<file path="src/rtl/spi_gpio_pkg.sv">
// Shared constants and frame-state type for the SPI GPIO extender.
package spi_gpio_pkg;

    localparam int unsigned DEFAULT_NUM_REGS  = 8;
    localparam logic [7:0]  DEFAULT_DEVICE_ID = 8'h5A;
    localparam int unsigned REG_LED           = 0;
    localparam int unsigned CMD_WRITE_BIT     = 7;

    typedef enum logic [1:0] {
        ST_IDLE,
        ST_CMD,
        ST_DATA
    } frame_state_t;

    // The read-only ID register always sits at the last address.
    function automatic int unsigned reg_id(input int unsigned num_regs);
        return num_regs - 1;
    endfunction

endpackage

</file>
<file path="src/rtl/spi_gpio_extender_top_spi_slave_if.sv">
// Oversampled mode-3 SPI slave: pin synchronizers, edge detection, byte framing
// and the MSB-first shift-in/shift-out registers.
module spi_slave_if
    import spi_gpio_pkg::*;
#(
    parameter int unsigned SYNC_STAGES = 2
) (
    input  logic       i_clk,
    input  logic       i_rst_n,
    input  logic       i_sck,
    input  logic       i_ssel,
    input  logic       i_mosi,
    output logic       o_miso,
    output logic       o_rx_valid,
    output logic [7:0] o_rx_byte,
    output logic       o_rx_first,
    output logic       o_frame_start,
    output logic       o_frame_end,
    input  logic [7:0] i_tx_byte,
    input  logic       i_tx_load
);

    logic [SYNC_STAGES-1:0] r_sck_sync;
    logic [SYNC_STAGES-1:0] r_ssel_sync;
    logic [SYNC_STAGES-1:0] r_mosi_sync;
    logic                   r_sck_d;
    logic                   r_ssel_d;

    frame_state_t r_state;
    logic [2:0]   r_cnt;
    logic [6:0]   r_shift;
    logic [7:0]   r_tx;
    logic         r_miso;
    logic         r_rx_valid;
    logic [7:0]   r_rx_byte;
    logic         r_rx_first;
    logic         r_frame_start;
    logic         r_frame_end;

    logic         w_sck;
    logic         w_ssel;
    logic         w_mosi;
    logic         w_sck_rise;
    logic         w_sck_fall;
    logic         w_ssel_fall;
    logic         w_ssel_rise;
    logic         w_bit_take;
    frame_state_t w_state_base;
    logic [2:0]   w_cnt_base;

    assign w_sck       = r_sck_sync[SYNC_STAGES-1];
    assign w_ssel      = r_ssel_sync[SYNC_STAGES-1];
    assign w_mosi      = r_mosi_sync[SYNC_STAGES-1];
    assign w_sck_rise  = w_sck & ~r_sck_d;
    assign w_sck_fall  = ~w_sck & r_sck_d;
    assign w_ssel_fall = ~w_ssel & r_ssel_d;
    assign w_ssel_rise = w_ssel & ~r_ssel_d;

    // A frame restart seen in the same cycle as an SCK rise counts that bit
    // as bit 0 of the new command byte.
    always_comb begin
        w_state_base = w_ssel_fall ? ST_CMD : r_state;
        w_cnt_base   = w_ssel_fall ? 3'd0 : r_cnt;
    end

    assign w_bit_take = w_sck_rise & ~w_ssel & (w_state_base != ST_IDLE);

    always_ff @(posedge i_clk or negedge i_rst_n) begin
        if (!i_rst_n) begin
            r_sck_sync    <= '1;
            r_ssel_sync   <= '1;
            r_mosi_sync   <= '0;
            r_sck_d       <= 1'b1;
            r_ssel_d      <= 1'b1;
            r_state       <= ST_CMD;
            r_cnt         <= '0;
            r_shift       <= '0;
            r_tx          <= '0;
            r_miso        <= 1'b0;
            r_rx_valid    <= 1'b0;
            r_rx_byte     <= '0;
            r_rx_first    <= 1'b0;
            r_frame_start <= 1'b0;
            r_frame_end   <= 1'b0;
        end else begin
            r_sck_sync    <= {r_sck_sync[SYNC_STAGES-2:0], i_sck};
            r_ssel_sync   <= {r_ssel_sync[SYNC_STAGES-2:0], i_ssel};
            r_mosi_sync   <= {r_mosi_sync[SYNC_STAGES-2:0], i_mosi};
            r_sck_d       <= w_sck;
            r_ssel_d      <= w_ssel;
            r_rx_valid    <= 1'b0;
            r_frame_start <= w_ssel_fall;
            r_frame_end   <= w_ssel_rise;

            if (w_ssel_rise) begin
                r_state <= ST_IDLE;
                r_cnt   <= '0;
            end else if (w_ssel_fall) begin
                r_state <= ST_CMD;
                r_cnt   <= '0;
            end

            if (w_bit_take) begin
                r_shift <= {r_shift[5:0], w_mosi};
                if (w_cnt_base == 3'd7) begin
                    r_rx_valid <= 1'b1;
                    r_rx_byte  <= {r_shift, w_mosi};
                    r_rx_first <= (w_state_base == ST_CMD);
                    r_state    <= ST_DATA;
                    r_cnt      <= '0;
                end else begin
                    r_cnt <= w_cnt_base + 3'd1;
                end
            end

            if (w_ssel) begin
                r_miso <= 1'b0;
                r_tx   <= '0;
            end else if (w_sck_fall) begin
                r_miso <= r_tx[7];
                r_tx   <= {r_tx[6:0], 1'b0};
            end else if (i_tx_load) begin
                r_tx <= i_tx_byte;
            end
        end
    end

    assign o_miso        = r_miso;
    assign o_rx_valid    = r_rx_valid;
    assign o_rx_byte     = r_rx_byte;
    assign o_rx_first    = r_rx_first;
    assign o_frame_start = r_frame_start;
    assign o_frame_end   = r_frame_end;

endmodule

</file>
<file path="src/rtl/spi_gpio_extender_top.sv">
// GPIO extender top: SPI slave front end, 8-bit register file with
// auto-incrementing address, read-only device ID and user LED.
module spi_gpio_extender_top
    import spi_gpio_pkg::*;
#(
    parameter int unsigned NUM_REGS    = DEFAULT_NUM_REGS,
    parameter logic [7:0]  DEVICE_ID   = DEFAULT_DEVICE_ID,
    parameter int unsigned SYNC_STAGES = 2
) (
    input  logic CLK,
    input  logic RST_N,
    output logic LED,
    input  logic PIN_10,
    input  logic PIN_11,
    input  logic PIN_12,
    output logic PIN_13
);

    localparam int unsigned AW        = (NUM_REGS > 1) ? $clog2(NUM_REGS) : 1;
    localparam int unsigned REG_ID    = reg_id(NUM_REGS);
    localparam logic [AW-1:0] ADDR_LAST = AW'(NUM_REGS - 1);

    logic          w_rx_valid;
    logic [7:0]    w_rx_byte;
    logic          w_rx_first;
    logic          w_frame_start;
    logic          w_frame_end;
    logic [AW-1:0] w_cmd_addr;
    logic [AW-1:0] w_addr_next;
    logic [AW-1:0] w_rd_addr;
    logic [7:0]    w_tx_byte;

    logic [7:0]    r_regs [NUM_REGS];
    logic [AW-1:0] r_addr;
    logic          r_write;

    spi_slave_if #(
        .SYNC_STAGES (SYNC_STAGES)
    ) u_spi (
        .i_clk         (CLK),
        .i_rst_n       (RST_N),
        .i_sck         (PIN_10),
        .i_ssel        (PIN_11),
        .i_mosi        (PIN_12),
        .o_miso        (PIN_13),
        .o_rx_valid    (w_rx_valid),
        .o_rx_byte     (w_rx_byte),
        .o_rx_first    (w_rx_first),
        .o_frame_start (w_frame_start),
        .o_frame_end   (w_frame_end),
        .i_tx_byte     (w_tx_byte),
        .i_tx_load     (w_rx_valid)
    );

    assign w_cmd_addr  = AW'(32'(w_rx_byte[6:0]) % NUM_REGS);
    assign w_addr_next = (r_addr == ADDR_LAST) ? '0 : r_addr + AW'(1);
    // Preload the byte for the next slot: the command's start address, or
    // the address following the byte that just completed.
    assign w_rd_addr   = w_rx_first ? w_cmd_addr : w_addr_next;
    assign w_tx_byte   = r_regs[w_rd_addr];
    assign LED         = r_regs[REG_LED][0];

    always_ff @(posedge CLK or negedge RST_N) begin
        if (!RST_N) begin
            r_addr  <= '0;
            r_write <= 1'b0;
            for (int unsigned i = 0; i < NUM_REGS; i++) begin
                r_regs[i] <= (i == REG_ID) ? DEVICE_ID : '0;
            end
        end else begin
            if (w_frame_start || w_frame_end) begin
                r_write <= 1'b0;
            end
            if (w_frame_start) begin
                r_addr <= '0;
            end
            if (w_rx_valid) begin
                if (w_rx_first) begin
                    r_write <= w_rx_byte[CMD_WRITE_BIT];
                    r_addr  <= w_cmd_addr;
                end else begin
                    if (r_write) begin
                        for (int unsigned i = 0; i < NUM_REGS; i++) begin
                            if (i != REG_ID && r_addr == AW'(i)) begin
                                r_regs[i] <= w_rx_byte;
                            end
                        end
                    end
                    r_addr <= w_addr_next;
                end
            end
        end
    end

endmodule

</file>
<file path="config.mk">
export PLATFORM = sky130hd
export DESIGN_NAME = spi_gpio_extender_top
export DESIGN_NICKNAME = d
export VERILOG_FILES = /design/src/rtl/spi_gpio_pkg.sv /design/src/rtl/spi_gpio_extender_top_spi_slave_if.sv /design/src/rtl/spi_gpio_extender_top.sv
export SDC_FILE = /design/constraint.sdc
export NUM_CORES = 1
export LEC_CHECK = 0
export CAP_MARGIN = 40
export CORE_ASPECT_RATIO = 1.2
export CORE_MARGIN = 3
export CORE_UTILIZATION = 50
export CTS_CLUSTER_DIAMETER = 150
export DETAILED_ROUTE_END_ITERATION = 8
export PLACE_DENSITY = 0.77
export SLEW_MARGIN = 20
export SYNTH_ARGS = -nofsm -noshare
export SYNTH_HDL_FRONTEND = slang
export SYNTH_HIERARCHICAL = 1
export SYNTH_SLANG_ARGS = --single-unit
</file>
<file path="constraint.sdc">
create_clock -name CLK -period 5.06 [get_ports CLK]
set_input_delay 1.265 -clock CLK [delete_from_list [all_inputs] [get_ports CLK]]
set_output_delay 1.265 -clock CLK [all_outputs]
set_load 0.03 [all_outputs]
</file>
======== Word level (Yosys, flattened, before mapping) ========
Cells that the tools add are included.
storage, ports and cells
  input port bits ......................... 5
  output and inout bits ................... 2
  logic and storage cells ................. 87
  register bits ........................... 101
operators by class
  eq/ne operators ......................... 9
  muxes and demuxes ....................... 25
  $lt $le $gt $ge ......................... 1
  add/subtract/negate cells ............... 2
  bitwise logic cells ..................... 12
  reductions and logical operators ........ 14
operator list
  operator                                                   number
  2-to-1 mux 8 bit                                           5
  AND reduction 4 bit                                        7
  binary-select mux 8 bit (select 3 bit)                     1
  2-to-1 mux 3 bit                                           8
  == test 3 bit (second input constant)                      5
  2-to-1 mux 2 bit                                           4
  2-to-1 mux 1 bit                                           7
  adder 3 x 1 -> 3 bit (second input constant)               2
  AND 1 bit                                                  6
  == test 3 x 2 -> 1 bit (second input constant)             2
  nonzero test 2 bit                                         3
  inverter 1 bit                                             5
  greater-or-equal comparator 4 bit (second input constant)  1
  inverter 3 -> 4 bit                                        1
  == test 3 x 1 -> 1 bit (second input constant)             1
  zero test 3 bit                                            1
  nonzero test 3 bit                                         1
  == test 2 x 1 -> 1 bit (second input constant)             1
  AND reduction 2 bit                                        1
  logical OR 1 bit                                           1

======== Depth between registers and ports, before layout ========
Gate-level depths: netlist of run 1.
  word-level depth ........................ 10
  depth in mapped cells ................... 10
  depth with buffers taken out ............ 8

======== By module ========
The synthesis of run 1 kept the hierarchy.
by module, submodules not included
  module                 instances  area each (µm²)  cells an instance  sequential area each (µm²)
  spi_gpio_extender_top  1          3143.0           252                1501.4
  spi_slave_if           1          1671.6           122                1034.7

======== Worst setup path after synthesis of run 1 ========
Ideal clock, no wire load.
  path kind ............................... reg2reg
  start point ............................. register r_addr[0]
  end point ............................... register u_spi.r_tx[1]
  cell stages (with the launch flop) ...... 11
  arrival ................................. 2.225 ns
  slack ................................... 2.741 ns
  path buffers ............................ 2
  required time ........................... 4.966 ns
  setup time .............................. 0.094 ns
  period minus slack after synthesis ...... 2.319 ns
  cells stage by stage .................... dfrtp_1 > ha_1 > ha_1 > or3_1 > buf_6 > buf_6 > a21boi_1 > o21ai_0 > a211oi_1 > mux2i_1 > a211oi_1
between the ends
  word-level cells in the longest chain between the ends .. 10
  elaborated cells between the ends (all ways) .. 11
  classes of those cells .................. add/sub: 1; eq/ne: 1; mux: 8; bitwise: 1
RTL lines
  item                                                          line                                       source
  start, declared                                               spi_gpio_extender_top.sv:34                logic [AW-1:0] r_addr;
  start signal, assigned                                        spi_gpio_extender_top.sv:80                r_addr <= w_cmd_addr;
  start signal, assigned                                        spi_gpio_extender_top.sv:89                r_addr <= w_addr_next;
  adder 3 x 1 -> 3 bit / == test 3 bit (equally long branches)  -
  2-to-1 mux 3 bit *                                            spi_gpio_extender_top.sv:56                assign w_addr_next = (r_addr == ADDR_LAST) ? '0 : r_addr + AW'(1);
  2-to-1 mux 3 bit *                                            spi_gpio_extender_top.sv:59                assign w_rd_addr = w_rx_first ? w_cmd_addr : w_addr_next;
  inverter 3 -> 4 bit (not written as such) *                   spi_gpio_extender_top.sv:60                assign w_tx_byte = r_regs[w_rd_addr];
  binary-select mux 8 bit (select 3 bit) *                      spi_gpio_extender_top.sv:60
  2-to-1 mux 8 bit (not written as such) * (2 in a row)         spi_gpio_extender_top.sv:60
  via w_tx_byte[1]                                              spi_gpio_extender_top.sv:31                logic [7:0] w_tx_byte;
  2-to-1 mux 8 bit *                                            spi_gpio_extender_top_spi_slave_if.sv:122  end else if (i_tx_load) begin
  2-to-1 mux 8 bit *                                            spi_gpio_extender_top_spi_slave_if.sv:119  end else if (w_sck_fall) begin
  2-to-1 mux 8 bit *                                            spi_gpio_extender_top_spi_slave_if.sv:116  if (w_ssel) begin
  end signal, assigned                                          spi_gpio_extender_top_spi_slave_if.sv:121  r_tx <= {r_tx[6:0], 1'b0};
  end signal, assigned                                          spi_gpio_extender_top_spi_slave_if.sv:123  r_tx <= i_tx_byte;
  end, declared                                                 spi_gpio_extender_top_spi_slave_if.sv:32   logic [7:0] r_tx;
Mark *: on every way through the listed nets, which the timed path passes. The rest lies on a longest branch. The select of a mux whose other input is x is not followed.
A chain may end at the register's enable or synchronous reset.

======== Worst setup path in the final report of run 1 ========
  start point ............................. register r_addr[0]
  end point ............................... register u_spi.r_tx[4]
Same word-level chain as after synthesis.

==> results.md, run 1 <==
- The run finished with clean final reports.
- After floorplanning, the core was sized to cover 9220 um2.
- The total count of hold-check failures in the final report is 0.
- The global-route wire length before repair is 15.8 mm.
- The die covers 10,800 um2.
- In this run the worst path has a maximum fanout of 18.
- The first routing iteration left 113 violations.
- The smallest hold slack is 0.362 ns.
- The worst-case clock skew is 0.00648 ns.
- The synthesized-area fraction occupied by ao, oa, aoi and oai cells is 0.103.
- Of the total synthesized cell area, the portion taken by AND, OR, NAND and NOR gates is 0.121.
- The placed instances occupy a cell area of 4880 um2.
- The synthesized netlist net count is 387.
- The post-cts gate resize count is 0.
- The largest family of logic cells by synthesized area is multiplexers.
- The post-detailed-route DRC marker count is 0.
- The number of buffers added on ports is 6.
- Dividing the final minimum period by the clock period gives 0.637.
- The startpoint class of the critical path is a register.
- For this block, the routed nets add up to 9.41 mm of wire.
- The power per cell area is 286 nW/um2.
- Once the clock tree was built, the setup fixing pass inserted 0 buffers.
- The detailed-routing iteration count for the pre-antenna-repair pass is 4.
- The clock insertion delay at the later pin of the skew report is 0.36 ns.
- The worst setup path category is register to register.
- The portion of synthesized area spent on multiplexers is 0.188.
- The initial antenna violation count is 0.
- The number of global-route vias before repair is 3,117.
- The worst-case IR drop observed on VDD is 0.142 mV.
- The synthesized-area fraction occupied by adder cells is 0.0208.
- The floorplan step set the die width to 95.6 um.
- The finished layout holds 503 standard cells, fillers aside.
- The data arrival time of the critical path is 3.49 ns.
- The total number of H-tree levels is 3.
- Of the total synthesized cell area, the portion taken by XOR and XNOR cells is 0.00182.
- The largest single stage delay on the critical path is 0.67 ns.
- The number of antenna-violating nets in the routed design is 0.
- CTS saw 101 sinks.
- The number of pins exceeding their max-slew limit in the final report is 0.
- The row count is 38.
- The detailed placement HPWL is 6.33 mm.
- The slowest stage of the critical path is the sky130_fd_sc_hd__nor3b_4 cell.
- Setup repair after global routing left no endpoint under its margin.
- The initial cell density of the core is 0.522.
- The share of the Yosys chip area taken by registers is 0.527.
- The max-slew headroom at the worst pin is 0.458.
- In this run the deepest clock path goes through 2 buffers.
- The flip-flop and latch count after synthesis is 101.
- The repair_antennas step left the layout with diodes totalling 0.
- For this run, the number of Yosys warnings is 22.
- The top flip-flop cell by instance count after synthesis is sky130_fd_sc_hd__dfrtp_1.
- The buffer type at the clock tree root is sky130_fd_sc_hd__clkbuf_8.
- The final total negative setup slack is 0 ns.
- At the end of routability-driven placement, the weighted congestion stood at 0.864.
- The required time of the worst setup path is 5.33 ns.
- Summed over all cells, the static leakage comes to 2.36 nW.
- For this design the top-level I/O count stands at 7.
- The cell area after synthesis is 4810 um2.
- Clock-pin slew was measured on the worst setup and hold paths at 0.10 ns.
- The tool flagged a number of max-cap violations equal to 0.
- The critical path goes through ha_1 -> ha_1 -> nor3b_4 -> or2_1 -> a211oi_1 -> a211oi_1 -> mux2i_1 -> a211oi_1.
- The number of instances in the synthesized netlist is 374.
- After routing the design area is 5130 um2.
- The die outline height is 113 um.
- The final routed wire length divided by cell count is 18.7 um.
- The post-synthesis to final-layout area growth is 6.52%.
- The net count of the finished layout is 391.
- After detailed placement, the design holds a cell count of 484.
- The number of clock buffers added by TritonCTS is 9.
- The via total after detailed routing is 2,944.
- The residual overflow from global routing is 0.
- The endpoint kind of the worst setup timing path is a register.
- The netlist uses 52 different library cells.
- TritonCTS built the clock tree.
- The largest net degree at the start of global routing is 68.
- The average cell area after synthesis is 12.9 um2.
- The number of hold buffers added after cts is 0.
- The fmax is 0.310 GHz.
- The worst path meets setup with 1.83 ns of slack.
- Using the TritonRoute via totals, the vias-per-cell ratio works out to 5.85.
- The global-route usage over all layers is 0.190.
- Subtracting the final worst setup slack from the clock period gives 3.23 ns.
- The cell occurring most often along the worst timing path is sky130_fd_sc_hd__a211oi_1.
- The ratio of cells with drive above 1 in the final layout is 0.334.
- Setup violations remaining at the end of the flow were counted as 0.
- Counting flops with a built-in enable in the synthesized netlist gives 0.
- Prior to clock tree synthesis, the placed netlist has a worst setup slack of 1.84 ns.
- The worst hold path belongs to the class register to register.
- The share of synthesized flip-flops with an asynchronous set or reset is 1.00.
- For the pin with the worst max-slew slack, the measured transition is 0.809 ns.
==> where the power goes <==
part	total (W)	internal, W	switching [W]
clock network	0.000524	0.000246	0.000278
logic	0.0000779	0.0000435	0.0000343
registers	0.000867	0.000840	0.0000269
total	0.00147	0.00113	0.000340
==> metrics by stage <==
step           utilization  power (W)
2_1_floorplan            -   0.000923
3_3_place_gp         0.529   0.000954
3_5_place_dp         0.529   0.000959
4_1_cts              0.551    0.00148
5_1_grt              0.556    0.00153
6_report             0.556    0.00147
==> kinds of logic after synthesis <==
kind of cell    after synthesis
compound gates               73
mux                          79
flops                       101
xor+xnor                      1
simple gates                 85
fa+ha+maj                     8
buf+inv                      27
==> metal layers <==
layer | up-vias | global-route usage | part of all wire
li1 | 1356 | - | -
met1 | 1497 | 0.242 | 0.43
met2 | 65 | 0.303 | 0.49
met3 | 26 | 0.0435 | 0.041
met4 | 0 | 0.0949 | 0.040
met5 | - | 0 | 0
==> final cells by class <==
class,count,area [um2]
clock buffers,10,138
clock inverters,6,68.8
fillers,787,4100
inverters,10,37.5
multi-input cells,246,2090
flip-flops and latches,101,2540
well taps,120,150
repair buffers,10,108
==> synth_stat cells, drive strengths merged, types with 2 or more instances <==
library cell	instances	area, um2
nand3	6	35.0
clkbuf	4	25.0
nor2	16	70.1
nand2	11	41.3
and2	6	42.5
ha	8	100
dfrtp	94	2350
nor3	4	41.3
a211oi	32	250
nand3b	2	15.0
a21oi	9	45.0
dfstp	7	184
nor3b	18	151
a21boi	8	60.1
inv	10	37.5
nand2b	6	60.1
buf	12	106
o21ai	17	85.1
mux2	70	815
mux2i	9	90.1
and3	8	60.1
a21o	2	15.0
or3	2	17.5
==> registers in the layout, indices dropped and copies added (netlist names), 2 cells and up <==
register,count
u_spi/o_rx_byte,8
r_addr,3
u_spi/r_shift,7
u_spi/r_state,2
u_spi/r_mosi_sync,2
u_spi/r_tx,8
u_spi/r_sck_sync,2
u_spi/r_ssel_sync,2
u_spi/r_cnt,3
r_regs,55
==> cell usage in the layout (no fill, tap or decap), types with 3 or more instances in the layout <==
cell type                         count
sky130_fd_sc_hd__dfrtp_1             94
sky130_fd_sc_hd__mux2_2              63
sky130_fd_sc_hd__a211oi_1            30
sky130_fd_sc_hd__nor3b_1             16
sky130_fd_sc_hd__o21ai_0             16
sky130_fd_sc_hd__nor2_1              12
sky130_fd_sc_hd__nand2_1             11
sky130_fd_sc_hd__clkbuf_8            10
sky130_fd_sc_hd__inv_1                9
sky130_fd_sc_hd__a21oi_1              9
sky130_fd_sc_hd__mux2i_1              9
sky130_fd_sc_hd__and3_2               8
sky130_fd_sc_hd__a21boi_1             8
sky130_fd_sc_hd__ha_1                 8
sky130_fd_sc_hd__mux2_4               7
sky130_fd_sc_hd__dfstp_2              7
sky130_fd_sc_hd__nand3_1              5
sky130_fd_sc_hd__clkdlybuf4s50_1      5
sky130_fd_sc_hd__nor2_2               4
sky130_fd_sc_hd__and2_1               4
sky130_fd_sc_hd__nand2b_1             3
sky130_fd_sc_hd__nand2b_4             3
sky130_fd_sc_hd__buf_4                3
==> worst max-delay path, delay by kind of cell (launching register included) <==
family / cells / cell delay [ns]
AO/OA/AOI/OAI: 3 / 0.69
AND/OR/NAND/NOR: 2 / 1.30
multiplexers: 1 / 0.11
adder cells (fa/ha/maj): 2 / 0.54
flip-flops: 1 / 0.47
==> final timing paths <==
| check | startpoint | to | slack [ns] | depth (start not counted) |
|---|---|---|---|---|
| max | r_addr[0]$_DFFE_PN0P_ | u_spi/r_tx[4]$_DFFE_PN0P_ | 1.83 | 8 |
| min | u_spi/r_ssel_sync[0]$_DFF_PN1_ | u_spi/r_ssel_sync[1]$_DFF_PN1_ | 0.36 | 0 |
| max reg2reg | r_addr[0]$_DFFE_PN0P_ | u_spi/r_tx[4]$_DFFE_PN0P_ | 1.83 | 8 |
| min reg2reg | u_spi/r_ssel_sync[0]$_DFF_PN1_ | u_spi/r_ssel_sync[1]$_DFF_PN1_ | 0.36 | 0 |
| max in group asynchronous | RST_N | u_spi/r_sck_d$_DFF_PN1_ | 3.67 | 2 |
| min in group asynchronous | RST_N | r_regs[50]$_DFFE_PN0P_ | 0.72 | 1 |
(Power assumes the default switching activity.)
==> run 2: changes to the inputs <==
- clock period: 5.06 -> 3.3 ns (I/O delays scaled with it)
==> run 2 against run 1 <==
Against the previous run:
- sequential share of layout area unchanged
- core utilization unchanged
- count of clock-buffer cells in the layout increased by 1
- total power increased by 51%
- critical path depth unchanged
- global-route usage decreased by 0.088 points
- first-iteration DRC count increased by 83%
- worst hold slack got worse by 0.00094 ns
- critical endpoint is now u_spi/r_tx[6]$_DFFE_PN0P_
- highest routed layer unchanged
==> results.md, run 2 (synthesized netlist as in run 1, its figures left out) <==
- The worst setup path category is register to register.
- The origin of the critical flop-to-flop path is r_addr[0]$_DFFE_PN0P_.
- The clock slew seen by the registers of the worst setup and hold paths is 0.10 ns.
- The register with the most flip-flops in the layout has 55 of them.
- Wires add up to 9.30 mm.
- Entering global routing, the biggest net connects 58 pins.
- The post-detailed-route DRC marker count is 0.
- The number of global-route vias before repair came to 3,130.
- The register with the most flip-flops in the final layout is r_regs.
- The post-synthesis to final-layout area growth is 6.52%.
- The worst-case setup margin in the final layout is 0.640 ns.
- The clock period could shrink to 2.66 ns.
- Static timing analysis puts the maximum clock frequency at 0.376 GHz.
- The detailed placement HPWL is 6.62 mm.
- In this run the worst path has a maximum fanout of 17.
- STA puts the critical path data required time at 3.51 ns.
- The worst-case clock skew is 0.0161 ns.
- The number of vias per cell after detailed routing is 5.77.
- Setup violations remaining at the end of the flow were counted as 0.
- The flow ran to the end, and the final reports show no timing, DRC or antenna violations.
- The worst reg-to-reg path cell count is 8.
- In this run the clock root is driven by a sky130_fd_sc_hd__clkbuf_8.
- The max-slew headroom at the worst pin is 0.481.
- Walking the worst path, the cells encountered are ha_1 -> ha_1 -> or3_1 -> and3_2 -> o21ai_0 -> a211oi_1 -> mux2i_1 -> a211oi_1.
- The net count of the finished layout is 394.
- The data arrival time of the critical path is 2.87 ns.
- Hold is met by 0.361 ns.
- In this run the most critical hold path is launched from u_spi/r_mosi_sync[0]$_DFF_PN0_.
- The number of pins exceeding their max-slew limit in the final report is 0.
- After floorplanning, the core was divided into 38 placement rows.
- TritonCTS built the clock tree.
- The DRC violation total after the first TritonRoute iteration is 207.
- The top cell types in the final layout, fill and taps aside, are sky130_fd_sc_hd__dfrtp_1 (94), sky130_fd_sc_hd__mux2_2 (63), sky130_fd_sc_hd__a211oi_1 (30).
- The commonest non-fill, non-tap cell in the layout is sky130_fd_sc_hd__dfrtp_1.
- Before antenna repair, the detailed router went through 4 iterations.
- The end point of the worst hold path is u_spi/r_mosi_sync[1]$_DFF_PN0_.
- Buffers placed on the I/O ports in this run total 6.
- The total count of hold-check failures in the final report is 0.
- Routed signal wires occupy layers up through met4.
- Across the run, the number of max-cap violations was 0.
- The initial antenna violation count is 0.
- After filler insertion, the fill cell instance count of the layout stands at 773.
- At the pin with the least slew margin, the transition time is 0.774 ns.
- The I/O pin count is 7.
- The routed length on met2 is 4.73 mm.
- Buffers inserted to repair hold after CTS numbered 0.
- The clock reaches the later pin of the worst-skew pair after 0.37 ns.
- The final route contains 2,921 vias.
- The detailed-routing wirelength on met1 is 3.95 mm.
- The die extent in x is 95.6 um.
- The first global-routing pass estimated 15.9 mm of wire.
- The repair_antennas step left the layout with diodes totalling 0.
- The startpoint class of the critical path is a register.
- The clock tree synthesis step divided the H-tree into 3 levels.
- The die covers 10,800 um2.
- Dividing the final minimum period by the clock period gives 0.806.
- The most critical setup path has its startpoint at r_addr[0]$_DFFE_PN0P_.
- In the final timing run, aggregate negative setup slack is 0 ns.
- In the global route stage, overall resource usage came out at 0.189.
- The maximum buffer depth of the clock tree is 2.
- The number of clock sinks seen by CTS is 101.
- The slowest cell on the critical path is sky130_fd_sc_hd__or3_1.
- The endpoint identified for the worst register-to-register timing path is u_spi/r_tx[6]$_DFFE_PN0P_.
- Setup repair after global routing left no endpoint under its margin.
- In this run the remaining antenna-violating nets after routing total 0.
- The final routed wire length divided by cell count is 18.4 um.
- The region available for standard cell placement spans 9220 um2.
- The worst setup path is captured at a register.
- The post-route core utilization is 0.556.
- In this run the worst hold path is classified as register to register.
- In this design, the stage delay of the slowest critical-path cell is 0.59 ns.
- The highest ir drop seen on vdd is 0.265 mV.
- The initial utilization of the core area, before any placement, comes to 0.522.
- The global placer's final weighted congestion is 0.865.
- Timing analysis after detailed placement gives a worst setup slack of 0.699 ns.
- The worst register-to-register path has a setup slack of 0.64 ns.
- The number of clock buffers added by TritonCTS is 9.
- The total overflow left after global routing is 0.
- The number of buffers added for setup after CTS is 0.
- The ratio of cells with drive above 1 in the final layout is 0.334.
- The total leakage power is 2.37 nW.
- The power per cell area is 431 nW/um2.
- The number of gates resized after CTS was 0.
- The worst hold path depth is 0.
- Detailed routing placed a total of 350 um of wire on met3.
- From bottom edge to top edge, the die measures 113 um.
## run 2: power breakdown
group / switching, W / internal (W)
Combinational: 0.0000497 / 0.0000649
Sequential: 0.0000409 / 0.00129
Clock: 0.000412 / 0.000356
Total: 0.000502 / 0.00171
## run 2: cell type report
type,count,area [um2],area share
Tap cell,120,150,0.0293
Sequential cell,101,2540,0.495
Timing Repair Buffer,13,123,0.0239
Multi-Input combinational cell,246,2090,0.408
Inverter,10,37.5,0.00732
Clock inverter,5,60.1,0.0117
Clock buffer,11,131,0.0256
## run 2: routing by layer
metal | vias to the layer above | GRT usage
met5 | - | 0
li1 | 1369 | -
met1 | 1476 | 0.244
met2 | 58 | 0.310
met4 | 0 | 0.0797
met3 | 18 | 0.0369
## run 2: worst max-delay path, delay by kind of cell (launching register included)
| family | cells | cell delay, ns |
|---|---|---|
| flops | 1 | 0.46 |
| mux | 1 | 0.16 |
| fa+ha+maj | 2 | 0.52 |
| simple gates | 2 | 0.89 |
| compound gates | 3 | 0.47 |
## run 2: metrics by stage
| stage | instances | total power [W] | cell area, um2 |
|---|---|---|---|
| floorplan | 374 | 0.00142 | 4810 |
| global placement | 489 | 0.00147 | 4930 |
| detailed placement | 489 | 0.00147 | 4930 |
| CTS | 505 | 0.00223 | 5120 |
| global route | 506 | 0.00232 | 5130 |
| finish | 506 | 0.00221 | 5130 |
## run 2: how the worst max path moves through the flow
| stage | endpoint | cells after the start | slack (ns) |
|---|---|---|---|
| final | u_spi/r_tx[6]$_DFFE_PN0P_ | 8 | 0.64 |
| after global routing | u_spi/r_tx[6]$_DFFE_PN0P_ | 8 | 0.46 |
| after CTS | u_spi/r_tx[6]$_DFFE_PN0P_ | 8 | 0.67 |
| after detailed placement | u_spi/r_tx[6]$_DFFE_PN0P_ | 8 | 0.70 |
| after global placement | u_spi/r_tx[5]$_DFFE_PN0P_ | 8 | 0.82 |
| after floorplan | u_spi/r_tx[1]$_DFFE_PN0P_ | 10 | 0.98 |
==> run 3: changes to the inputs <==
- clock period: 3.3 -> 2.45 ns (I/O delays scaled with it)
==> run 3 against run 2 <==
Against the previous run:
- count of clock-buffer cells in the layout fell by 1
- worst hold slack got worse by 0.15 ns
- cell area is 3.6% higher
- non-clock buffer count is 11 higher
- die area unchanged
- cell count is 2.4% higher
- critical path depth up 2
- total power increased by 44%
- worst setup slack got worse by 0.52 ns
- sequential power is 34% higher
- global-route usage up 0.13 points
- routed wire length grew 3.1%
==> results.md, run 3 (synthesized netlist as in run 1, its figures left out) <==
- The number of global-route vias before repair is 3,120.
- For this design the ratio of total power to cell area is 601 nW/um2.
- The H-tree generated during clock tree synthesis spans 3 levels.
- The final period utilization is 0.949.
- For this configuration, the core starts out at a cell density of 0.522.
- The final total negative setup slack is 0 ns.
- The clock arrives with 0.00841 ns of skew.
- The number of placed instances with taps included is 501.
- The antenna diode count is 0.
- Walking the worst path, the cells encountered are buf_4 -> inv_1 -> ha_1 -> nor3b_4 -> buf_6 -> nor2_4 -> o21ai_0 -> a211oi_1 -> mux2i_1 -> a211oi_1.
- The number of pins exceeding their max-slew limit in the final report came to 0.
- The die covers 10,800 um2.
- The total routed wirelength is 9.58 mm.
- The floorplan has 38 rows.
- The total count of hold-check failures in the final report is 0.
- The die extent in x is 95.6 um.
- The total power after layout is 0.00319 W.
- Of the cells placed in the final design, the portion with a size suffix greater than 1 is 0.382.
- IR analysis of the VDD net gives a maximum drop of 0.317 mV.
- The endpoint kind of the worst setup timing path is a register.
- The commonest non-fill, non-tap cell in the layout is sky130_fd_sc_hd__dfrtp_1.
- The global placer's final weighted congestion is 0.917.
- The total clock buffers created by CTS is 9.
- The core footprint is 9220 um2.
- The DRC violation total after the first TritonRoute iteration is 165.
- Counting every sink on the clock net gives 101.
- The total leakage power is 2.46 nW.
- The total setup violations reported at the end of the flow is 0.
- On the worst path, the slowest cell contributes a delay of 0.38 ns.
- Among cell families on the critical path, the largest total delay comes from compound AO/OA/AOI/OAI gates.
- The register with the highest flop count is r_regs.
- The slowest cell on the critical path is sky130_fd_sc_hd__dfrtp_1.
- The run finished with clean final reports.
- The tree is rooted in a sky130_fd_sc_hd__clkbuf_8.
- Input and output buffers added on the ports amount to 6.
- The finished layout holds 518 standard cells, fillers aside.
- In the layout the commonest cells are sky130_fd_sc_hd__dfrtp_1 (94), sky130_fd_sc_hd__mux2_2 (63), sky130_fd_sc_hd__a211oi_1 (26).
- The highest net fanout along the worst path is 17.
- For this run, the top clock speed supported by timing is 0.430 GHz.
- The detailed-routing iteration count for the pre-antenna-repair pass is 4.
- After legalization and detailed placement, the total HPWL measured 6.70 mm.
- The post-synthesis to final-layout area growth is 10.3%.
- The maximum buffer depth of the clock tree is 2.
- After detailed routing, the average wire length per cell comes to 18.5 um.
- The worst setup path is of the register to register kind.
- The number of buffers added for setup after CTS is 0.
- After clock tree synthesis, the clock-pin slew on the worst setup and hold paths is 0.10 ns.
- The register with the most flip-flops in the layout has 55 of them.
- The most numerous cell type found on the critical path is sky130_fd_sc_hd__a211oi_1.
- The worst setup path is launched from a register.
- The largest net degree at the start of global routing is 45.
- The floorplan step set the die height to 113 um.
- The clock period could shrink to 2.33 ns.
- The number of maximum-capacitance violations is 0.
- The total overflow left after global routing is 0.
- The worst-case setup margin in the final layout is 0.125 ns.
- The net count of the finished layout is 406.
- The via total after detailed routing is 2,982.
- In the global route stage, overall resource usage came out at 0.191.
- TritonCTS built the clock tree.
- The actual slew at the worst max-slew pin is 0.742 ns.
- The initial antenna violation count is 0.
- The count of nets left with antenna violations once routing finished came out at 0.
- The worst hold path class is primary input to asynchronous set/reset pin.
- The max-slew headroom at the worst pin is 0.505.
- The number of buffers and inverters on the critical path is 3.
- Data on the critical path arrives at its endpoint at 2.60 ns.
- 7 I/O pins were placed.
- Data on the critical path is required at its endpoint by 2.73 ns.
- The worst register-to-register path has a setup slack of 0.12 ns.
- Using the TritonRoute via totals, the vias-per-cell ratio works out to 5.76.
- In the routed design, unresolved DRC markers number 0.
- The clock reaches the later pin of the worst-skew pair after 0.36 ns.
- The first global-routing pass estimated 15.8 mm of wire.
- The pre-CTS worst setup slack is -0.0628 ns.
run 3: cell count changes in the layout (fill, tap and decap cells not counted), moves of 2 or more:
cell and delta:
sky130_fd_sc_hd__nor3b_1 -3, sky130_fd_sc_hd__nor3b_2 +3, sky130_fd_sc_hd__or3_4 +2, sky130_fd_sc_hd__a211oi_2 +4
sky130_fd_sc_hd__buf_4 +11, sky130_fd_sc_hd__a211oi_1 -4, sky130_fd_sc_hd__bufinv_16 +2
run 3: routing by layer:
| layer | GRT usage | part of all wire | vias to the layer above |
|---|---|---|---|
| li1 | - | - | 1389 |
| met1 | 0.242 | 0.44 | 1546 |
| met2 | 0.323 | 0.52 | 37 |
| met3 | 0.0363 | 0.025 | 10 |
| met4 | 0.0664 | 0.013 | 0 |
| met5 | 0 | 0 | - |
run 3: worst paths after layout:
path | startpoint | to | depth (start not counted)
setup / recovery | r_addr[0]$_DFFE_PN0P_ | u_spi/r_tx[2]$_DFFE_PN0P_ | 10
hold / removal | RST_N | r_regs[40]$_DFFE_PN0P_ | 1
setup reg to reg | r_addr[0]$_DFFE_PN0P_ | u_spi/r_tx[2]$_DFFE_PN0P_ | 10
hold reg to reg | u_spi/r_mosi_sync[0]$_DFF_PN0_ | u_spi/r_mosi_sync[1]$_DFF_PN0_ | 0
max in group asynchronous | RST_N | r_regs[38]$_DFFE_PN0P_ | 2
min in group CLK | u_spi/r_mosi_sync[0]$_DFF_PN0_ | u_spi/r_mosi_sync[1]$_DFF_PN0_ | 0
run 3: timing repair:
action,4_1_cts,5_1_grt
gates resized for setup,3,12
endpoints found under the setup margin,8,7
pin swaps,0,4
gates cloned,0,1
hold buffers,0,0
run 3: layout make-up:
type / count / area [um2]
Clock buffer: 10 / 128
Multi-Input combinational cell: 247 / 2150
Timing Repair Buffer: 24 / 196
Clock inverter: 6 / 111
Tap cell: 120 / 150
Sequential cell: 101 / 2540
Inverter: 10 / 37.5
Fill cell: 756 / 3910
run 3: power by group:
part,internal [W],switching (W)
clock network,0.000681,0.000564
registers,0.00173,0.0000486
logic,0.0000906,0.0000752
total,0.00251,0.000688
run 3: per-stage QoR:
stage | hold WS, ns | utilization | area (um2)
3_5_place_dp | 0.339 | 0.543 | 5010
6_report | 0.212 | 0.576 | 5310
5_1_grt | 0.244 | 0.576 | 5310
3_3_place_gp | 0.334 | 0.543 | 5010
4_1_cts | 0.229 | 0.570 | 5260
2_1_floorplan | 0.317 | - | 4810
